===== config.mk =====
export PLATFORM = sky130hd
export DESIGN_NAME = fixed_point_pwl_act
export DESIGN_NICKNAME = d
export VERILOG_FILES = /design/src/rtl/fixed_point_pwl_act.sv
export SDC_FILE = /design/constraint.sdc
export NUM_CORES = 2
export LEC_CHECK = 0
export CAP_MARGIN = 15
export CORE_AREA = 4 4 285 287
export CTS_CLUSTER_SIZE = 10
export DETAILED_ROUTE_END_ITERATION = 8
export DIE_AREA = 0 0 289 291
export PLACE_DENSITY = 0.68
export REMOVE_ABC_BUFFERS = 1
export SLEW_MARGIN = 20
export SYNTH_ARGS = -nofsm -noshare
export SYNTH_HDL_FRONTEND = slang
export SYNTH_SLANG_ARGS = --single-unit

===== constraint.sdc =====
create_clock -name clk_i -period 10.6 [get_ports clk_i]
set_input_delay 1.59 -clock clk_i [delete_from_list [all_inputs] [get_ports clk_i]]
set_output_delay 1.59 -clock clk_i [all_outputs]
set_load 0.01 [all_outputs]

===== src/rtl/fixed_point_pwl_act.sv =====
// rtl/fixed_point_pwl_act.sv - pipelined piecewise-linear activation with runtime segment table
module fixed_point_pwl_act #(
    parameter int WIDTH     = 16,
    parameter int FRAC_BITS = 13,
    parameter int NUM_SEGS  = 8,
    localparam int SEG_W    = $clog2(NUM_SEGS)
) (
    input  logic                    clk_i,
    input  logic                    rst_i,
    input  logic                    cfg_we_i,
    input  logic [1:0]              cfg_sel_i,
    input  logic [SEG_W-1:0]        cfg_addr_i,
    input  logic signed [WIDTH-1:0] cfg_data_i,
    input  logic [1:0]              mode_i,
    input  logic                    clr_ovf_i,
    input  logic signed [WIDTH-1:0] value_i,
    input  logic                    valid_i,
    output logic                    ready_o,
    output logic signed [WIDTH-1:0] value_o,
    output logic                    valid_o,
    input  logic                    ready_i,
    output logic                    overflow_o
);

    localparam int PW = 2 * WIDTH;
    localparam logic signed [WIDTH-1:0] MAX_V = {1'b0, {(WIDTH-1){1'b1}}};
    localparam logic signed [WIDTH-1:0] MIN_V = {1'b1, {(WIDTH-1){1'b0}}};
    localparam logic signed [PW-1:0]    ONE_P = {{(PW-FRAC_BITS-1){1'b0}}, 1'b1, {FRAC_BITS{1'b0}}};

    function automatic logic signed [PW-1:0] sext(input logic signed [WIDTH-1:0] v);
        sext = {{WIDTH{v[WIDTH-1]}}, v};
    endfunction

    // Returns {saturated, clamped value}; a value fits when its top WIDTH+1 bits agree.
    function automatic logic [WIDTH:0] sat_w(input logic signed [PW-1:0] v);
        logic fits;
        fits = (&v[PW-1:WIDTH-1]) | (~|v[PW-1:WIDTH-1]);
        if (fits)
            sat_w = {1'b0, v[WIDTH-1:0]};
        else if (v[PW-1])
            sat_w = {1'b1, MIN_V};
        else
            sat_w = {1'b1, MAX_V};
    endfunction

    logic signed [WIDTH-1:0] bp_q [1:NUM_SEGS-1];
    logic signed [WIDTH-1:0] m_q  [NUM_SEGS];
    logic signed [WIDTH-1:0] q_q  [NUM_SEGS];

    logic                    en;
    logic                    v0_q, v1_q, v2_q, out_valid_q;
    logic                    sign0_q, sign1_q, sign2_q;
    logic [1:0]              mode0_q, mode1_q, mode2_q;
    logic signed [WIDTH-1:0] key0_q, key1_q, m1_q, q1_q, p2_q, q2_q, out_value_q;
    logic                    ovf_q, ovf_set;

    assign en         = !out_valid_q || ready_i;
    assign ready_o    = en;
    assign value_o    = out_value_q;
    assign valid_o    = out_valid_q;
    assign overflow_o = ovf_q;

    always_ff @(posedge clk_i) begin
        if (rst_i) begin
            for (int i = 0; i < NUM_SEGS; i++) begin
                m_q[i] <= '0;
                q_q[i] <= '0;
            end
            for (int i = 1; i < NUM_SEGS; i++) begin
                bp_q[i] <= MAX_V;
            end
        end else if (cfg_we_i) begin
            case (cfg_sel_i)
                2'd0: if (cfg_addr_i != '0) bp_q[cfg_addr_i] <= cfg_data_i;
                2'd1: m_q[cfg_addr_i] <= cfg_data_i;
                2'd2: q_q[cfg_addr_i] <= cfg_data_i;
                default: ;
            endcase
        end
    end

    // S0: symmetric modes fold the input onto its magnitude.
    logic                    sym_in, abs_sat;
    logic signed [WIDTH-1:0] key_d;
    always_comb begin
        sym_in  = (mode_i == 2'd0) || (mode_i == 2'd1);
        abs_sat = sym_in && (value_i == MIN_V);
        key_d   = value_i;
        if (sym_in && value_i[WIDTH-1]) key_d = abs_sat ? MAX_V : -value_i;
    end

    // S1: the highest matching breakpoint wins, even if the table is not ascending.
    logic [SEG_W-1:0] seg;
    always_comb begin
        seg = '0;
        for (int i = 1; i < NUM_SEGS; i++) begin
            if (key0_q >= bp_q[i]) seg = SEG_W'(i);
        end
    end

    logic signed [PW-1:0] prod, prod_sh;
    logic [WIDTH:0]       p_sat;
    always_comb begin
        prod    = sext(key1_q) * sext(m1_q);
        prod_sh = prod >>> FRAC_BITS;
        p_sat   = sat_w(prod_sh);
    end

    logic signed [PW-1:0]    sum, t_ext;
    logic [WIDTH:0]          t_r, neg_r, sig_r;
    logic signed [WIDTH-1:0] out_d;
    logic                    ovf3;
    always_comb begin
        sum   = sext(p2_q) + sext(q2_q);
        t_r   = sat_w(sum);
        t_ext = sext(t_r[WIDTH-1:0]);
        neg_r = sat_w(-t_ext);
        sig_r = sat_w(ONE_P - t_ext);
        out_d = t_r[WIDTH-1:0];
        ovf3  = t_r[WIDTH];
        if (sign2_q && mode2_q == 2'd0) begin
            out_d = neg_r[WIDTH-1:0];
            ovf3  = ovf3 | neg_r[WIDTH];
        end else if (sign2_q && mode2_q == 2'd1) begin
            out_d = sig_r[WIDTH-1:0];
            ovf3  = ovf3 | sig_r[WIDTH];
        end
    end

    always_ff @(posedge clk_i) begin
        if (rst_i) begin
            v0_q        <= 1'b0;
            v1_q        <= 1'b0;
            v2_q        <= 1'b0;
            out_valid_q <= 1'b0;
            out_value_q <= '0;
            sign0_q     <= 1'b0;
            sign1_q     <= 1'b0;
            sign2_q     <= 1'b0;
            mode0_q     <= '0;
            mode1_q     <= '0;
            mode2_q     <= '0;
            key0_q      <= '0;
            key1_q      <= '0;
            m1_q        <= '0;
            q1_q        <= '0;
            p2_q        <= '0;
            q2_q        <= '0;
        end else if (en) begin
            v0_q        <= valid_i;
            sign0_q     <= value_i[WIDTH-1];
            mode0_q     <= mode_i;
            key0_q      <= key_d;
            v1_q        <= v0_q;
            sign1_q     <= sign0_q;
            mode1_q     <= mode0_q;
            key1_q      <= key0_q;
            m1_q        <= m_q[seg];
            q1_q        <= q_q[seg];
            v2_q        <= v1_q;
            sign2_q     <= sign1_q;
            mode2_q     <= mode1_q;
            p2_q        <= p_sat[WIDTH-1:0];
            q2_q        <= q1_q;
            out_valid_q <= v2_q;
            out_value_q <= out_d;
        end
    end

    assign ovf_set = en && ((valid_i && abs_sat) || (v1_q && p_sat[WIDTH]) || (v2_q && ovf3));

    always_ff @(posedge clk_i) begin
        if (rst_i)
            ovf_q <= 1'b0;
        else if (ovf_set)
            ovf_q <= 1'b1;
        else if (clr_ovf_i)
            ovf_q <= 1'b0;
    end

endmodule

==> results.toml <==
[outcome]
run_status = "finished, final reports clean"

[timing]
worstMarginPinSlew_ns = 1.10
finalMaxSlewViolations = 0
finalSetupViolations = 0
rsz0062_at_grt = "no"
fmax_ghz = 0.128
slew_headroom = 0.264
min_period_ns = 7.79
hold_viol_final = 0
fin_skew_ns = 0.0231
fin_setup_tns_ns = 0
post-route-period-util = 0.735

[synth]
synthTopCellsByArea = "edfxtp_1, fa_1, ha_1"
netlist_instances = 3479
yosysWarnings = 0
synth_top_cell_area_share = 0.315
syn-cell-area_um2 = 35100
synth_top_cell_by_area = "edfxtp_1"
avgSynthCellArea_um2 = 10.1
async_reset_ff_frac = 0
yosysUniqueCellTypes = 85
synth_edf_count = 368
ys_seq_elements = 494
ys.flop_type = "edfxtp_1"
yosysSeqAreaShare = 0.387

[cts]
clk_pin_slew_worst_paths_ns = 0.06
cts_resized = 0
cts_max_path_buffers = 3
cts_root_buf = "clkbuf_16"
post-cts-setup-buffers = 0
cts_tree = "yes"
clkSinkCount = 494
htree_levels = 2
postCtsHoldBufs = 0
numCtsBuffers = 57
clk_latency_ns = 0.63

[global_route]
grt_pass1_vias = 24833
grt-ovfl-total = 0
grt_max_degree = 80
antenna_found_initial = 3
track_usage = 0.212
grt_pass1_wl_mm = 140

[worst_hold_path]
hp-class = "reg2reg"

[floorplan]
io_pins = 64
die_y_um = 291
die-area_um2 = 84100
row_count = 103
die_w_um = 289
start_util = 0.447
coreArea_um2 = 78600

[power_and_ir_drop]
peakVddDrop_mv = 0.139
power.density_nw_per_um2 = 163
leakage_nw = 16.7

[routing]
wire_per_inst_um = 19.3
viasPerCell = 5.39
detail-route-antenna-nets = 0
vias = 24508
wl_mm = 88.0
drc_errors = 0
drt_pass1_iterations = 6
first_iter_violations = 2010

[final_layout]
multiInputGateArea_um2 = 19200
fillers = 7208
n_antenna_cell = 0
fin_nets = 3983
drive_gt1_frac = 0.0606
stdcell_area_um2 = 38500
layout_common_cells = "inv_1, edfxtp_1, and2_1"
area_growth_pct = 9.65
layout.area.seq_um2 = 13600
layout_commonest_cell = "inv_1"

[worst_setup_path]
crit_chain = "nand2_1, fa_1, fa_1, fa_1, inv_1, fa_1, fa_1, inv_1, fa_1, inv_1, ha_1, a21oi_1, o221ai_1, a21oi_1, o21ai_0, a221o_1, a21o_2, xnor2_1, or4b_2, a21oi_1, o21ai_2, a311o_1"
worstSetupEndpointType = "flop"
path_delay_family = "adder cells"
crit_buf_inv = 3
cpPeakStageDelay_ns = 0.78
cp_max_fo = 17
cp.arrival_ns = 8.29
critPathKind = "reg2reg"
critPathLaunchType = "flop"
cp_slowest_cell = "dfxtp_1"
cp_data_required_time_ns = 11.10
cpMostUsedCell = "fa_1"

[placement]
hpwlAfterDp_mm = 59.7
place_area_um2 = 36800
portBuffers = 63
place.gp.congestion = 0.863

[run]
maxCapViolCount = 0
[where the power goes]
part | internal, mW | switching [mW]
combinational | 0.837 | 1.29
clock | 1.03 | 0.773
sequential | 2.24 | 0.127
[kinds of logic (layout without fill, tap and decap cells)]
logic type,count (synthesis),in the layout,share of synthesized area
muxes,87,87,0.0249
AOI/OAI and AO/OA,511,511,0.0989
adders and majority gates,474,474,0.225
and+or+nand+nor,1230,1230,0.182
DFF,494,494,0.387
xor gates and xnor gates,58,58,0.0145
buffers and inverters,625,642,0.0676
[flip-flops by register name (all words and copies together), names as in the netlist]
signal      flops
mode2_q         2
v2_q            1
v0_q            1
mode0_q         2
q2_q           16
v1_q            1
key0_q         16
mode1_q         2
value_o        16
valid_o         1
key1_q         16
sign0_q         1
sign1_q         1
m_q           128
sign2_q         1
q1_q           16
m1_q           16
p2_q           16
q_q           128
bp_q          112
overflow_o      1
[final timing paths]
kind / startpoint / to / slack [ns] / cells after the start
worst min-delay path: v0_q / v0_q / 0.45 / 2
worst max register to register: m1_q[2] / overflow_o / 2.81 / 22
worst min register to register: v0_q / v0_q / 0.45 / 2
worst max-delay path: m1_q[2] / overflow_o / 2.81 / 22
[stage by stage]
step,setup slack [ns],instances,util,hold slack (ns),power [mW]
after global placement,2.66,4455,0.468,0.440,4.48
after global routing,2.26,4546,0.490,0.470,6.68
after detailed placement,2.54,4455,0.468,0.444,4.52
after floorplan,2.22,3277,-,0.426,3.87
final,2.81,4546,0.490,0.453,6.29
after CTS,2.54,4546,0.489,0.453,6.32
[layer usage]
layer  track usage  up-vias  routed length, um
met3        0.0273      143               4680
met2         0.346      648              41600
met1         0.292    12043              38500
li1              -    11672                  -
met4        0.0757        2               3110
met5             0        -                 13
[synth_stat cells (8+ instances only)]
library cell and number:
nand4_1 24, nand2_1 324, xor2_1 21, or2_2 27, a21o_1 33, nor2_1 197, buf_2 9, o21bai_1 8
clkbuf_1 185, edfxtp_1 368, fa_1 262, dfxtp_1 126, a22oi_1 13, or3_1 110, and3_1 17, o21ai_0 73
a32o_1 12, a211oi_1 21, nand2b_1 24, a211o_1 8, and2_1 366, o211ai_1 49, nor3b_1 9, inv_1 423
a31oi_1 10, a21oi_1 155, o221a_2 14, o21a_1 28, nor2b_1 22, mux2i_1 84, ha_1 212, nand3_1 31
nor3_1 46, xnor2_1 37, a32oi_1 13, o31ai_1 9
[layout make-up]
class / count / area share
Sequential cell: 494 / 0.353
Multi-Input combinational cell: 2360 / 0.500
Clock inverter: 4 / 0.00140
Tap cell: 1050 / 0.0341
Timing Repair Buffer: 128 / 0.0290
Clock buffer: 87 / 0.0416
Inverter: 423 / 0.0413
[worst reg2reg max path: cells and delay by family, from the launching register on]
kind                     cells  cell delay [ns]
adder cells (fa/ha/maj)      7             3.39
AO/OA/AOI/OAI                9             2.38
AND/OR/NAND/NOR              2             0.82
flip-flops                   1             0.78
XOR/XNOR                     1             0.17
buffers and inverters        3             0.14
Power figures use the tool's default switching activity.
